--- config.mk ---
export PLATFORM = sky130hd
export DESIGN_NAME = rv_mem_arbiter
export DESIGN_NICKNAME = d
export VERILOG_FILES = /design/src/rtl/rv_mem_pkg.sv /design/src/rtl/rv_lane_align.sv /design/src/rtl/rv_mem_arbiter.sv
export SDC_FILE = /design/constraint.sdc
export NUM_CORES = 1
export LEC_CHECK = 0
export BUFFER_PORTS_ARGS = -buffer_cell sky130_fd_sc_hd__buf_2
export CAP_MARGIN = 20
export CORE_ASPECT_RATIO = 1.2
export CORE_MARGIN = 5
export CORE_UTILIZATION = 40
export DETAILED_ROUTE_END_ITERATION = 10
export GPL_TIMING_DRIVEN = 0
export PLACE_DENSITY = 0.67
export SETUP_SLACK_MARGIN = 0.15
export SYNTH_ARGS = -nofsm -noshare
export SYNTH_HDL_FRONTEND = slang
export SYNTH_SLANG_ARGS = --single-unit
--- constraint.sdc ---
create_clock -name clk -period 1.6 [get_ports clk]
set_input_delay 0.32 -clock clk [delete_from_list [all_inputs] [get_ports clk]]
set_output_delay 0.32 -clock clk [all_outputs]
set_load 0.005 [all_outputs]
--- src/rtl/rv_mem_pkg.sv ---
// rv_mem_pkg: shared types and defaults for the unified-memory arbiter.
//   size_e      - load/store access size encoding (as driven on d_size)
//   arb_state_e - arbiter FSM state encoding
//   MAX_WAIT_DEF- default bound on cycles a pending fetch may lose arbitration
package rv_mem_pkg;

  typedef enum logic [1:0] {
    SZ_B = 2'b00,
    SZ_H = 2'b01,
    SZ_W = 2'b10,
    SZ_X = 2'b11
  } size_e;

  typedef enum logic [1:0] {
    IDLE   = 2'b00,
    BUSY_F = 2'b01,
    BUSY_D = 2'b10,
    ERR_D  = 2'b11
  } arb_state_e;

  localparam int unsigned MAX_WAIT_DEF = 4;

endpackage

--- src/rtl/rv_lane_align.sv ---
// rv_lane_align: combinational byte-lane alignment for 32-bit memory words.
// Request side:
//   size, off     - access size and byte offset within the word
//   wdata_in      - right-justified store data
//   be            - byte enables
//   wdata_lane    - store data replicated onto all lanes of its size
//   misalign      - misaligned half/word or illegal size
// Response side:
//   rd_size, rd_off - size/offset of the access being completed
//   rdata_in        - raw memory word
//   rdata_out       - right-justified, zero-extended load data
module rv_lane_align
  import rv_mem_pkg::*;
(
  input  size_e       size,
  input  logic [1:0]  off,
  input  logic [31:0] wdata_in,
  output logic [3:0]  be,
  output logic [31:0] wdata_lane,
  output logic        misalign,
  input  size_e       rd_size,
  input  logic [1:0]  rd_off,
  input  logic [31:0] rdata_in,
  output logic [31:0] rdata_out
);

  logic [31:0] rd_shifted;

  always_comb begin
    be         = '0;
    wdata_lane = '0;
    misalign   = 1'b0;
    case (size)
      SZ_B: begin
        be         = 4'b0001 << off;
        wdata_lane = {4{wdata_in[7:0]}};
      end
      SZ_H: begin
        be         = 4'b0011 << off;
        wdata_lane = {2{wdata_in[15:0]}};
        misalign   = off[0];
      end
      SZ_W: begin
        be         = '1;
        wdata_lane = wdata_in;
        misalign   = |off;
      end
      default: misalign = 1'b1;
    endcase
  end

  always_comb begin
    rd_shifted = rdata_in >> {rd_off, 3'b000};
    case (rd_size)
      SZ_B:    rdata_out = {24'h0, rd_shifted[7:0]};
      SZ_H:    rdata_out = {16'h0, rd_shifted[15:0]};
      default: rdata_out = rd_shifted;
    endcase
  end

endmodule

--- src/rtl/rv_mem_arbiter.sv ---
// rv_mem_arbiter: shares one unified instruction/data memory between the
// fetch port (f_*) and the load/store port (d_*), one transaction at a time.
// Data normally wins arbitration; a fetch that has lost MAX_WAIT cycles gets
// priority. Misaligned/illegal data accesses are answered with d_err without
// touching memory.
// Ports:
//   clk, rst_n                      - clock, synchronous active-low reset
//   f_req/f_addr/f_gnt              - fetch request handshake (word reads)
//   f_rvalid/f_rdata                - fetch response pulse and data
//   d_req/d_we/d_size/d_addr/d_wdata- data request
//   d_gnt                           - data request accepted
//   d_rvalid/d_rdata/d_err          - data response pulse, load data, error
//   mem_req/mem_we/mem_be/mem_addr/mem_wdata - memory request (held to ack)
//   mem_rdata/mem_ack               - memory response
module rv_mem_arbiter
  import rv_mem_pkg::*;
#(
  parameter int unsigned ADDR_W   = 7,
  parameter int unsigned MAX_WAIT = MAX_WAIT_DEF
) (
  input  logic              clk,
  input  logic              rst_n,
  input  logic              f_req,
  input  logic [ADDR_W-1:0] f_addr,
  output logic              f_gnt,
  output logic              f_rvalid,
  output logic [31:0]       f_rdata,
  input  logic              d_req,
  input  logic              d_we,
  input  logic [1:0]        d_size,
  input  logic [ADDR_W-1:0] d_addr,
  input  logic [31:0]       d_wdata,
  output logic              d_gnt,
  output logic              d_rvalid,
  output logic [31:0]       d_rdata,
  output logic              d_err,
  output logic              mem_req,
  output logic              mem_we,
  output logic [3:0]        mem_be,
  output logic [ADDR_W-3:0] mem_addr,
  output logic [31:0]       mem_wdata,
  input  logic [31:0]       mem_rdata,
  input  logic              mem_ack
);

  localparam int unsigned WCNT_W = (MAX_WAIT < 1) ? 1 : $clog2(MAX_WAIT + 1);
  localparam logic [WCNT_W-1:0] WAIT_SAT = WCNT_W'(MAX_WAIT);

  arb_state_e state_q, state_d;
  logic [WCNT_W-1:0] wait_q;

  logic              lat_we;
  logic [3:0]        lat_be;
  logic [ADDR_W-3:0] lat_addr;
  logic [31:0]       lat_wdata;
  size_e             lat_size;
  logic [1:0]        lat_off;

  logic              f_rvalid_q, d_rvalid_q;
  logic [31:0]       f_rdata_q, d_rdata_q;

  logic [3:0]        d_be;
  logic [31:0]       d_wlane, ld_data;
  logic              d_misalign;
  logic              idle, busy, f_win;
  logic              f_addr_unused;

  // Fetch is always a word access, so its low address bits carry nothing.
  assign f_addr_unused = ^f_addr[1:0];

  rv_lane_align u_align (
    .size       (size_e'(d_size)),
    .off        (d_addr[1:0]),
    .wdata_in   (d_wdata),
    .be         (d_be),
    .wdata_lane (d_wlane),
    .misalign   (d_misalign),
    .rd_size    (lat_size),
    .rd_off     (lat_off),
    .rdata_in   (mem_rdata),
    .rdata_out  (ld_data)
  );

  assign idle  = (state_q == IDLE);
  assign busy  = (state_q == BUSY_F) || (state_q == BUSY_D);
  // Fetch wins only when data is absent or the fetch has waited long enough.
  assign f_win = f_req && (!d_req || (wait_q == WAIT_SAT));

  // Grants are masked during reset so every output reads 0 while rst_n is low.
  assign f_gnt = rst_n && idle && f_win;
  assign d_gnt = rst_n && idle && d_req && !f_win;

  always_comb begin
    state_d = state_q;
    case (state_q)
      IDLE: begin
        if (f_gnt)      state_d = BUSY_F;
        else if (d_gnt) state_d = d_misalign ? ERR_D : BUSY_D;
      end
      BUSY_F, BUSY_D: begin
        if (mem_ack) state_d = IDLE;
      end
      default: state_d = IDLE;
    endcase
  end

  always_ff @(posedge clk) begin
    if (!rst_n) state_q <= IDLE;
    else        state_q <= state_d;
  end

  always_ff @(posedge clk) begin
    if (!rst_n)                           wait_q <= '0;
    else if (f_gnt)                       wait_q <= '0;
    else if (f_req && wait_q != WAIT_SAT) wait_q <= wait_q + 1'b1;
  end

  always_ff @(posedge clk) begin
    if (!rst_n) begin
      lat_we    <= 1'b0;
      lat_be    <= '0;
      lat_addr  <= '0;
      lat_wdata <= '0;
      lat_size  <= SZ_W;
      lat_off   <= '0;
    end else if (f_gnt) begin
      lat_we    <= 1'b0;
      lat_be    <= '1;
      lat_addr  <= f_addr[ADDR_W-1:2];
      lat_wdata <= '0;
      lat_size  <= SZ_W;
      lat_off   <= '0;
    end else if (d_gnt) begin
      lat_we    <= d_we;
      lat_be    <= d_be;
      lat_addr  <= d_addr[ADDR_W-1:2];
      lat_wdata <= d_wlane;
      lat_size  <= size_e'(d_size);
      lat_off   <= d_addr[1:0];
    end
  end

  always_ff @(posedge clk) begin
    if (!rst_n) begin
      f_rvalid_q <= 1'b0;
      d_rvalid_q <= 1'b0;
      f_rdata_q  <= '0;
      d_rdata_q  <= '0;
    end else begin
      f_rvalid_q <= (state_q == BUSY_F) && mem_ack;
      d_rvalid_q <= (state_q == BUSY_D) && mem_ack;
      if ((state_q == BUSY_F) && mem_ack) f_rdata_q <= mem_rdata;
      if ((state_q == BUSY_D) && mem_ack) d_rdata_q <= lat_we ? '0 : ld_data;
    end
  end

  assign mem_req   = busy;
  assign mem_we    = busy && lat_we;
  assign mem_be    = busy ? lat_be    : '0;
  assign mem_addr  = busy ? lat_addr  : '0;
  assign mem_wdata = busy ? lat_wdata : '0;

  assign f_rvalid  = f_rvalid_q;
  assign f_rdata   = f_rdata_q;
  assign d_err     = (state_q == ERR_D);
  assign d_rvalid  = d_rvalid_q || d_err;
  assign d_rdata   = d_err ? '0 : d_rdata_q;

endmodule

==> flow_summary.yaml <==
sta:
  period_needed_ns: 1.968
  fin_worst_skew_ns: 0.008828
  slew_headroom: 0.6009
  whs_ns: 0.1231
  drv_slew: 0
  tightest_slew_ns: 0.5987
  setup_slack_ns: -0.3677
  post-route-period-util: 1.230
  fmax_mhz: 508.2
  setup_viol: 115
  hold_violations: 0
  rsz0062_at_grt: "yes"
cells_and_area:
  diodes: 0
  fillers: 1234
  drive_above_1_share: 0.4205
  nets: 1006
  syn_to_final_growth_pct: 47.90
  finalInstanceArea_sq_mm: 0.008391
critical_path:
  slowest_delay_ns: 0.37
  r2r_cells: 10
  critPathArrivalTime_ns: 1.65
  required_ns: 1.28
  path_class: "flop to output pin"
  startpoint_type: "flop"
  crit_slowest_cell: "ha_4"
  cp-end-kind: "output pin"
  path_max_fanout: 8
  worstPathCellList: "inv_2 -> ha_4 -> clkbuf_8 -> and2_4 -> buf_2"
drt:
  finalWirelength_microns: 20500
  first_pass_iters: 5
  vias: 6009
  ant_nets: 0
  dr.first_iter.drc_count: 402
  wl_per_cell_microns: 18.71
  drc: 0
  viasPerCell: 5.483
global_routing:
  met1_usage: 0.2878
  use_met3: 0.05927
  grt.total_usage: 0.2401
  grt_antenna_before_repair: 0
  grt_first_pass_wirelength_microns: 31860
  grt_max_degree: 17
  grt_pass1_vias: 5894
  grt.overflow.total: 0
  grt.busiest_layer: "met2"
  use_met2: 0.4162
cts:
  htreeDepth: 4
  clock-sinks: 117
  numCtsBuffers: 17
  clk_path_buf_depth: 2
  worstSkewPairLatency_ns: 0.42
  cts-hold-fix-buffers: 0
  cts_tree: "built"
  cts.clk_slew.worst_paths_ns: 0.05
  cts-root-buf: "clkbuf_16"
synthesis:
  yosysTopAreaCell: "dfxtp_1"
  synth-seq-cells: 117
  netlist_area_sq_mm: 0.005673
  syn_inst: 672
  synth.avg_cell_area_sq_um: 8.442
  async_flop_share: 0
  netlist.area_leader.share: 0.4129
  ys_types: 50
  synth.area.top_cells: "dfxtp_1 41%, a21oi_1 7.2%, nand2_1 7.1%"
  synth_nets: 764
  yosys_warnings: 0
  synthFlopType: "dfxtp_1"
  ys_seq_area_frac: 0.4129
  synth_edf_count: 0
die:
  die_h_microns: 140.5
  pin_count: 198
  die_area_sq_mm: 0.01667
  core_area_sq_mm: 0.01388
  core.rowCount: 47
  die_w_microns: 118.7
  start_util: 0.4088
placement:
  io_buffers: 194
  place_area_sq_mm: 0.006895
  routabilityCongestion: 0.8799
  dp_hpwl_microns: 14340
run_status:
  failed_checks: "setup timing"
  status: "finished with violations"
pwr:
  p_per_area_mw_per_mm2: 1234
  p_leak_nw: 3.688
  power_mw: 10.36
  peakVddDrop_mv: 0.7386
hold_path:
  hold-path-cell-count: 2
  hp-class: "input port to flop"
run:
  maxCapViolCount: 0
[synthesized netlist by cell type (2+ instances only)]
library cell    n
o2bb2ai_1       8
and4b_1         2
a221o_1         5
ha_1            6
o21ai_0        21
nand3_1        16
a311oi_1       24
nor2b_1        35
nand4_1         8
and2_1         44
clkbuf_1       30
inv_1           5
a32oi_1         8
o21a_1          4
nor3_1          2
a21o_1         16
mux2i_1        25
a22o_1          8
buf_4           6
dfxtp_1       117
buf_6           3
nor2_1         15
nand2b_1       11
a32o_1          8
a21oi_1        82
and3_1          7
buf_2          19
mux2_2          8
nand2_1       108
[cell type report]
class / count / area [sq um] / area share
multi-input cells: 489 / 3358 / 0.4002
flip-flops and latches: 117 / 2350 / 0.2800
repair buffers: 223 / 1386 / 0.1652
plain buffers: 59 / 534.3 / 0.06367
clock buffers: 20 / 456.7 / 0.05443
well taps: 171 / 214.0 / 0.02550
clock inverters: 10 / 60.06 / 0.007158
inverters: 7 / 31.28 / 0.003728
[flip-flops by register name, summed over array words and instances, names as in the netlist]
register	flops
f_rvalid	1
lat_wdata	32
d_rdata_q	32
f_rdata	32
lat_size	2
lat_we	1
wait_q	3
lat_be	4
lat_off	2
state_q	2
d_rvalid_q	1
lat_addr	5
[final timing paths]
| kind | startpoint | end | slack, ns |
|---|---|---|---|
| setup reg to reg | state_q[0] | lat_wdata[12] | -0.15 |
| hold reg to reg | d_rdata_q[16] | d_rdata_q[16] | 0.44 |
| hold / removal | f_addr[5] | lat_addr[3] | 0.12 |
| setup / recovery | state_q[0] | mem_wdata[0] | -0.37 |
[cell families (layout without fill, tap and decap cells)]
logic type,after synthesis,after routing,share of synthesized area
AOI/OAI and AO/OA,193,193,0.2281
xor gates and xnor gates,1,1,0.001544
adders and majority gates,6,6,0.01323
buffers and inverters,66,319,0.05580
DFF,117,117,0.4129
muxes,33,33,0.05999
and+or+nand+nor,256,256,0.2285
[stage by stage]
step           utilization  cells  worst slack (ns)  TNS, ns
2_1_floorplan            -    672            0.1288        0
3_3_place_gp        0.4968   1037           -0.2187   -12.38
3_5_place_dp        0.4968   1037           -0.2162   -13.04
4_1_cts             0.5841   1089           -0.3869   -24.27
5_1_grt             0.6046   1096           -0.4217   -30.01
6_report            0.6046   1096           -0.3677   -23.47
[critical path: cells and delay by family (launching register included)]
kind / cells / cell delay (ns)
AND/OR/NAND/NOR: 1 / 0.15
flip-flops: 1 / 0.36
adder cells (fa/ha/maj): 1 / 0.37
buffers and inverters: 3 / 0.34
[cells in the final DEF, fill, tap and decap left out, drive strengths merged, types with 5 or more instances in the layout]
cell / instances
buf: 254
dfxtp: 117
nand2: 109
a21oi: 82
clkbuf: 45
and2: 44
nor2b: 35
mux2i: 25
a311oi: 24
o21ai: 22
a21o: 16
nand3: 16
nor2: 15
nand2b: 11
a32oi: 8
mux2: 8
o2bb2ai: 8
a22o: 8
a32o: 8
nand4: 8
and3: 8
clkinv: 7
inv: 6
ha: 6
a221o: 5
[power by group]
part / leakage (nW) / switching [mW] / internal [mW] / total [mW]
registers: 0.954 / 0.179 / 3.26 / 3.44
logic: 2.49 / 1.78 / 1.78 / 3.56
clock network: 0.249 / 1.34 / 2.01 / 3.35
[per-layer routing]
layer | up-vias | routed length (microns)
met5 | - | 0
met4 | 0 | 499
met3 | 39 | 1502
met2 | 265 | 10210
met1 | 2836 | 8289
li1 | 2869 | -
[repair_timing]
action	in CTS	in global routing
resized for setup	122	67
hold endpoints to repair	0	0
buffers inserted	16	7
gates cloned	6	0
pin swaps	17	31
endpoints found under the setup margin	185	189
No activity file was read; power rests on OpenSTA's default activity.
